--- config.mk ---
export PLATFORM = sky130hd
export DESIGN_NAME = interval_sync_flat
export DESIGN_NICKNAME = d
export VERILOG_FILES = /design/src/rtl/interval_sync_if.sv /design/src/rtl/interval_sync.sv /design/src/flat_wrapper.sv
export SDC_FILE = /design/constraint.sdc
export NUM_CORES = 1
export LEC_CHECK = 0
export BUFFER_PORTS_ARGS = -buffer_cell sky130_fd_sc_hd__buf_2
export CELL_PAD_IN_SITES_DETAIL_PLACEMENT = 0
export CELL_PAD_IN_SITES_GLOBAL_PLACEMENT = 1
export CORE_MARGIN = 8
export CORE_UTILIZATION = 47
export CTS_CLUSTER_DIAMETER = 30
export DETAILED_ROUTE_END_ITERATION = 7
export PLACE_DENSITY_LB_ADDON = 0.1
export SLEW_MARGIN = 5
export SYNTH_ARGS = -nofsm -noshare
export SYNTH_HDL_FRONTEND = slang
export SYNTH_SLANG_ARGS = --single-unit
--- constraint.sdc ---
create_clock -name clk -period 6.3 [get_ports clk]
set_input_delay 0.63 -clock clk [delete_from_list [all_inputs] [get_ports clk]]
set_output_delay 0.63 -clock clk [all_outputs]
set_load 0.05 [all_outputs]
--- src/rtl/interval_sync_if.sv ---
// interval_sync_if: pps, configuration and packet_counter-facing outputs of interval_sync; pps_err present with INTERVAL_SYNC_PPS_ERR_EN
interface interval_sync_if #(
    parameter int LEN_W = 32,
    parameter int PER_W = 16
);
    logic             pps;
    logic [LEN_W-1:0] interval_len;
    logic [15:0]      n_intervals;
    logic [PER_W-1:0] packet_period;
    logic [15:0]      packets_per_int;
    logic [15:0]      Numb_inter;
    logic             cnt_clr;
    logic             ev;
    logic [7:0]       n_ch;
    logic             busy;
`ifdef INTERVAL_SYNC_PPS_ERR_EN
    logic             pps_err;
    modport master (output pps, interval_len, n_intervals, packet_period, packets_per_int,
                    input Numb_inter, cnt_clr, ev, n_ch, busy, pps_err);
    modport slave  (input pps, interval_len, n_intervals, packet_period, packets_per_int,
                    output Numb_inter, cnt_clr, ev, n_ch, busy, pps_err);
`else
    modport master (output pps, interval_len, n_intervals, packet_period, packets_per_int,
                    input Numb_inter, cnt_clr, ev, n_ch, busy);
    modport slave  (input pps, interval_len, n_intervals, packet_period, packets_per_int,
                    output Numb_inter, cnt_clr, ev, n_ch, busy);
`endif
endinterface

--- src/rtl/interval_sync.sv ---
// interval_sync: splits each pps second into intervals with clear pulses and packet strobes; optional pps_err via INTERVAL_SYNC_PPS_ERR_EN
module interval_sync #(
    parameter int LEN_W = 32,
    parameter int PER_W = 16
) (
    input logic            clk,
    input logic            clr,
    interval_sync_if.slave bus
);
    typedef enum logic [1:0] {IDLE, RUN, HOLD} state_t;

    state_t           state, state_nx;
    logic             pps_d, rise, int_end, last_int, fire;
    logic [LEN_W-1:0] len_s, int_timer;
    logic [PER_W-1:0] per_s, pkt_timer;
    logic [15:0]      nint_s, ppi_s, pkt_idx;

    // edge detect, interval end, strobe decision and next state
    always_comb begin
        rise     = bus.pps & ~pps_d;
        int_end  = (state == RUN) && (int_timer == len_s - LEN_W'(1));
        last_int = bus.Numb_inter >= nint_s - 16'd1;
        fire     = (state == RUN) && !int_end && (pkt_timer == '0) && (pkt_idx < ppi_s);
        state_nx = rise ? RUN : (int_end && last_int) ? HOLD : state;
    end

    // state register
    always_ff @(posedge clk) begin
        state <= clr ? IDLE : state_nx;
    end

    // timers, shadowed config and registered outputs; a rise always restarts the second
    always_ff @(posedge clk) begin
        if (clr) begin
            pps_d          <= 1'b0;
            len_s          <= '0;
            per_s          <= '0;
            nint_s         <= '0;
            ppi_s          <= '0;
            int_timer      <= '0;
            pkt_timer      <= '0;
            pkt_idx        <= '0;
            bus.Numb_inter <= '0;
            bus.cnt_clr    <= 1'b0;
            bus.ev         <= 1'b0;
            bus.n_ch       <= '0;
        end else begin
            pps_d       <= bus.pps;
            bus.cnt_clr <= rise || (int_end && !last_int);
            bus.ev      <= fire && !rise;
            if (rise) begin
                len_s          <= (bus.interval_len < LEN_W'(2)) ? LEN_W'(2) : bus.interval_len;
                per_s          <= (bus.packet_period == '0) ? PER_W'(1) : bus.packet_period;
                nint_s         <= (bus.n_intervals == '0) ? 16'd1 : bus.n_intervals;
                ppi_s          <= bus.packets_per_int;
                int_timer      <= '0;
                pkt_timer      <= '0;
                pkt_idx        <= '0;
                bus.Numb_inter <= '0;
            end else if (state == RUN) begin
                if (int_end) begin
                    if (!last_int) begin
                        int_timer      <= '0;
                        pkt_timer      <= '0;
                        pkt_idx        <= '0;
                        bus.Numb_inter <= bus.Numb_inter + 16'd1;
                    end
                end else begin
                    int_timer <= int_timer + LEN_W'(1);
                    if (fire) begin
                        pkt_timer <= per_s - PER_W'(1);
                        pkt_idx   <= pkt_idx + 16'd1;
                        bus.n_ch  <= {7'd0, pkt_idx[0]};
                    end else if (pkt_timer != '0) begin
                        pkt_timer <= pkt_timer - PER_W'(1);
                    end
                end
            end
        end
    end

    assign bus.busy = (state == RUN);

`ifdef INTERVAL_SYNC_PPS_ERR_EN
    logic [LEN_W:0] hold_timer;

    // sticky error on an early pps or on a pps missing for more than twice the interval length
    always_ff @(posedge clk) begin
        if (clr) begin
            hold_timer  <= '0;
            bus.pps_err <= 1'b0;
        end else begin
            hold_timer <= (state != HOLD || rise) ? '0 :
                          (hold_timer == {len_s, 1'b0}) ? hold_timer : hold_timer + (LEN_W+1)'(1);
            if ((rise && state == RUN) || (state == HOLD && !rise && hold_timer == {len_s, 1'b0}))
                bus.pps_err <= 1'b1;
        end
    end
`endif
endmodule

--- src/flat_wrapper.sv ---
// flat-port wrapper written by rule: the top's interface ports become plain ports
module interval_sync_flat 
#(
    parameter int LEN_W = 32,
    parameter int PER_W = 16
)
  (clk, clr, bus_pps, bus_interval_len, bus_n_intervals, bus_packet_period, bus_packets_per_int, bus_Numb_inter, bus_cnt_clr, bus_ev, bus_n_ch, bus_busy);
  interval_sync_if #(.LEN_W(LEN_W), .PER_W(PER_W)) bus_i ();
  input logic clk;
  input logic clr;
  input wire logic [$bits(bus_i.pps)-1:0] bus_pps;
  input wire logic [$bits(bus_i.interval_len)-1:0] bus_interval_len;
  input wire logic [$bits(bus_i.n_intervals)-1:0] bus_n_intervals;
  input wire logic [$bits(bus_i.packet_period)-1:0] bus_packet_period;
  input wire logic [$bits(bus_i.packets_per_int)-1:0] bus_packets_per_int;
  output wire logic [$bits(bus_i.Numb_inter)-1:0] bus_Numb_inter;
  output wire logic [$bits(bus_i.cnt_clr)-1:0] bus_cnt_clr;
  output wire logic [$bits(bus_i.ev)-1:0] bus_ev;
  output wire logic [$bits(bus_i.n_ch)-1:0] bus_n_ch;
  output wire logic [$bits(bus_i.busy)-1:0] bus_busy;
  assign bus_i.pps = bus_pps;
  assign bus_i.interval_len = bus_interval_len;
  assign bus_i.n_intervals = bus_n_intervals;
  assign bus_i.packet_period = bus_packet_period;
  assign bus_i.packets_per_int = bus_packets_per_int;
  assign bus_Numb_inter = bus_i.Numb_inter;
  assign bus_cnt_clr = bus_i.cnt_clr;
  assign bus_ev = bus_i.ev;
  assign bus_n_ch = bus_i.n_ch;
  assign bus_busy = bus_i.busy;
  interval_sync #(.LEN_W(LEN_W), .PER_W(PER_W)) u_core (.clk(clk), .clr(clr), .bus(bus_i));
endmodule
==> results.sh <==
export IMPL_path_class="reg -> reg"
export IMPL_crit_fanout=16
export IMPL_wirelength_um=27200
export IMPL_cts_sinks=166
export IMPL_drv_slew=0
export IMPL_synth_compound_area_share_pct=17.9
export IMPL_grt_pass1_wl_um=45400
export IMPL_clock_skew_final_ps=9.74
export IMPL_synth_adder_area_share_pct=4.74
export IMPL_die_w_um=160
export IMPL_synth_top_family_by_area="simple AND/OR/NAND/NOR gates"
export IMPL_finalSetupTns_ps=0
export IMPL_ys_types=78
export IMPL_hold_ws_ps=420
export IMPL_synth_area_um2=9760
export IMPL_startpoint_type="flip-flop"
export IMPL_synthSimpleGateAreaFrac_pct=29.9
export IMPL_yosys_cell_count_top_type="nand2_1"
export IMPL_io_pins=110
export IMPL_cp_arrival_ps=5180
export IMPL_min_period_over_period_pct=76.3
export IMPL_n_antenna_cell=0
export IMPL_dr_pass1_iters=5
export IMPL_grt_util_all_layers_pct=21.2
export IMPL_clock_root_buffer="clkbuf_16"
export IMPL_hold_viol_final=0
export IMPL_cts_path_max_buffers=2
export IMPL_via_per_inst=5.73
export IMPL_post_cts_buffers=0
export IMPL_synth_cells=1242
export IMPL_synth_edf_count=0
export IMPL_synth_top_area_share_pct=34.1
export IMPL_end_kind="flip-flop"
export IMPL_setup_viol=0
export IMPL_fmax_mhz=208
export IMPL_placed_area_um2=10500
export IMPL_ys_top_cells_by_area="dfxtp_1, nand2_1, a21oi_1, xnor2_1, ha_1"
export IMPL_rows=52
export IMPL_drv_cap=0
export IMPL_synthMuxAreaShare_pct=1.03
export IMPL_antenna_found_initial=0
export IMPL_fin_nets=1440
export IMPL_fin_area_um2=11100
export IMPL_cts_made_buffers=17
export IMPL_status="finished, final reports clean"
export IMPL_reg2reg_depth=14
export IMPL_cts_tree="yes"
export IMPL_h_tree_depth=4
export IMPL_place_ws_ps=1580
export IMPL_ir_worst_vdd_mv=0.150
export IMPL_gp_routability_congestion=0.865
export IMPL_synth_xor_area_share_pct=7.81
export IMPL_p_leak_nw=4.27
export IMPL_yosys_area_top_type="dfxtp_1"
export IMPL_ctsHoldBuffers=0
export IMPL_powerDensity_nw_per_um2=260
export IMPL_slew_headroom_pct=41.3
export IMPL_drive_gt1_share_pct=13.8
export IMPL_synth_commonest_cells="nand2_1, dfxtp_1, a21oi_1"
export IMPL_clock_latency_ps=430
export IMPL_yosys_warnings=0
export IMPL_die_height_um=160
export IMPL_grt_pass1_vias=8808
export IMPL_area_growth_syn_to_layout_pct=13.7
export IMPL_ys_flop_type="dfxtp_1"
export IMPL_grt_max_degree=76
export IMPL_drt_iter0_markers=557
export IMPL_cp_required_ps=6670
export IMPL_fp_coreArea_um2=20300
export IMPL_port_buffers=102
export IMPL_synth_sequential_area_ratio_pct=34.1
export IMPL_finalWorstSetupSlack_ps=1490
export IMPL_hpwl_um=20000
export IMPL_synthArstFlopShare_pct=0
export IMPL_grt_ovfl_total=0
export IMPL_post_cts_resized=0
export IMPL_power_total_w=0.00288
export IMPL_antenna_left=0
export IMPL_hold_depth=2
export IMPL_tightest_slew_ps=872
export IMPL_wire_per_inst_um=17.0
export IMPL_avgSynthCellArea_um2=7.86
export IMPL_drc=0
export IMPL_clk_pin_slew_ps=70
export IMPL_synth_seq_cells=166
export IMPL_rsz0062_at_grt="false"
export IMPL_fin_crit_ps=4810
export IMPL_dieArea_um2=25600
export IMPL_num_vias=9183
export IMPL_min_path_type="in -> reg"
export IMPL_start_util_pct=48.1
## path summary, 6_finish.rpt
check | endpoint | startpoint | slack (ps)
max | u_core.pkt_timer[14] | u_core.len_s[0] | 1490
min | u_core.nint_s[13] | bus_n_intervals[13] | 420
max reg2reg | u_core.pkt_timer[14] | u_core.len_s[0] | 1490
min reg2reg | u_core.ppi_s[8] | u_core.ppi_s[8] | 460
## per-layer routing
| metal | vias up | global-route usage, % | share of wire, % |
|---|---|---|---|
| li1 | 4627 | - | - |
| met1 | 4294 | 29.3 | 50 |
| met2 | 235 | 33.3 | 44 |
| met3 | 27 | 4.37 | 4.8 |
| met4 | 0 | 4.67 | 1.1 |
| met5 | - | 0 | 0 |
## kinds of logic (layout without fill, tap and decap cells)
| logic type | after synthesis | in the layout |
|---|---|---|
| XOR/XNOR | 87 | 87 |
| multiplexers | 10 | 10 |
| AO/OA/AOI/OAI | 274 | 274 |
| buffers and inverters | 104 | 189 |
| flip-flops | 166 | 166 |
| other | 1 | 7 |
| AND/OR/NAND/NOR | 563 | 563 |
| adder cells (fa/ha/maj) | 37 | 37 |
## worst max-delay path, stage by stage (launching register included)
cell and delay (ps):
dfxtp_1 370, nor4_4 600, nand3_1 380, or4b_1 550
a41oi_1 220, a41oi_1 100, nor3_1 610, a31oi_1 170
buf_4 230, a21oi_1 210, ha_1 260, nand3_1 150
a211o_1 320, or4_1 470, nand3_1 90
## final cells by class
| type | count | area (um^2) |
|---|---|---|
| multi-input cells | 978 | 6030 |
| inverters | 42 | 158 |
| clock inverters | 13 | 193 |
| clock buffers | 19 | 443 |
| well taps | 270 | 338 |
| flip-flops and latches | 166 | 3320 |
| repair buffers | 115 | 608 |
| fillers | 2016 | 9210 |
## stage by stage
step	instances	util, %
after floorplan	1248	-
after global placement	1571	51.5
after detailed placement	1571	51.5
after CTS	1603	54.6
after global routing	1603	54.6
final	1603	54.6
## cells in the final DEF (no fill, tap or decap), types with 37 or more instances in the layout
cell | netlist | routed
nand2_1 | 193 | 193
dfxtp_1 | 166 | 166
a21oi_1 | 112 | 112
nor2_1 | 102 | 102
buf_2 | 6 | 102
xnor2_1 | 55 | 55
inv_1 | 41 | 41
nand3_1 | 38 | 38
nor4_1 | 38 | 38
o21ai_0 | 37 | 37
ha_1 | 37 | 37
## state kept, by name, indices dropped and copies added (netlist names)
signal	cells
u_core.nint_s	16
u_core.bus.n_ch	1
u_core.bus.cnt_clr	1
u_core.pps_d	1
u_core.state	2
u_core.pkt_idx	16
u_core.per_s	16
u_core.pkt_timer	16
u_core.bus.ev	1
u_core.bus.Numb_inter	16
u_core.ppi_s	16
u_core.len_s	32
u_core.int_timer	32
## where the power goes
| part | switching (W) | internal (W) | leakage (nW) |
|---|---|---|---|
| clock network | 0.000456 | 0.000680 | 0.305 |
| registers | 0.0000528 | 0.00109 | 1.35 |
| logic | 0.000372 | 0.000231 | 2.61 |
(Power assumes the default switching activity.)
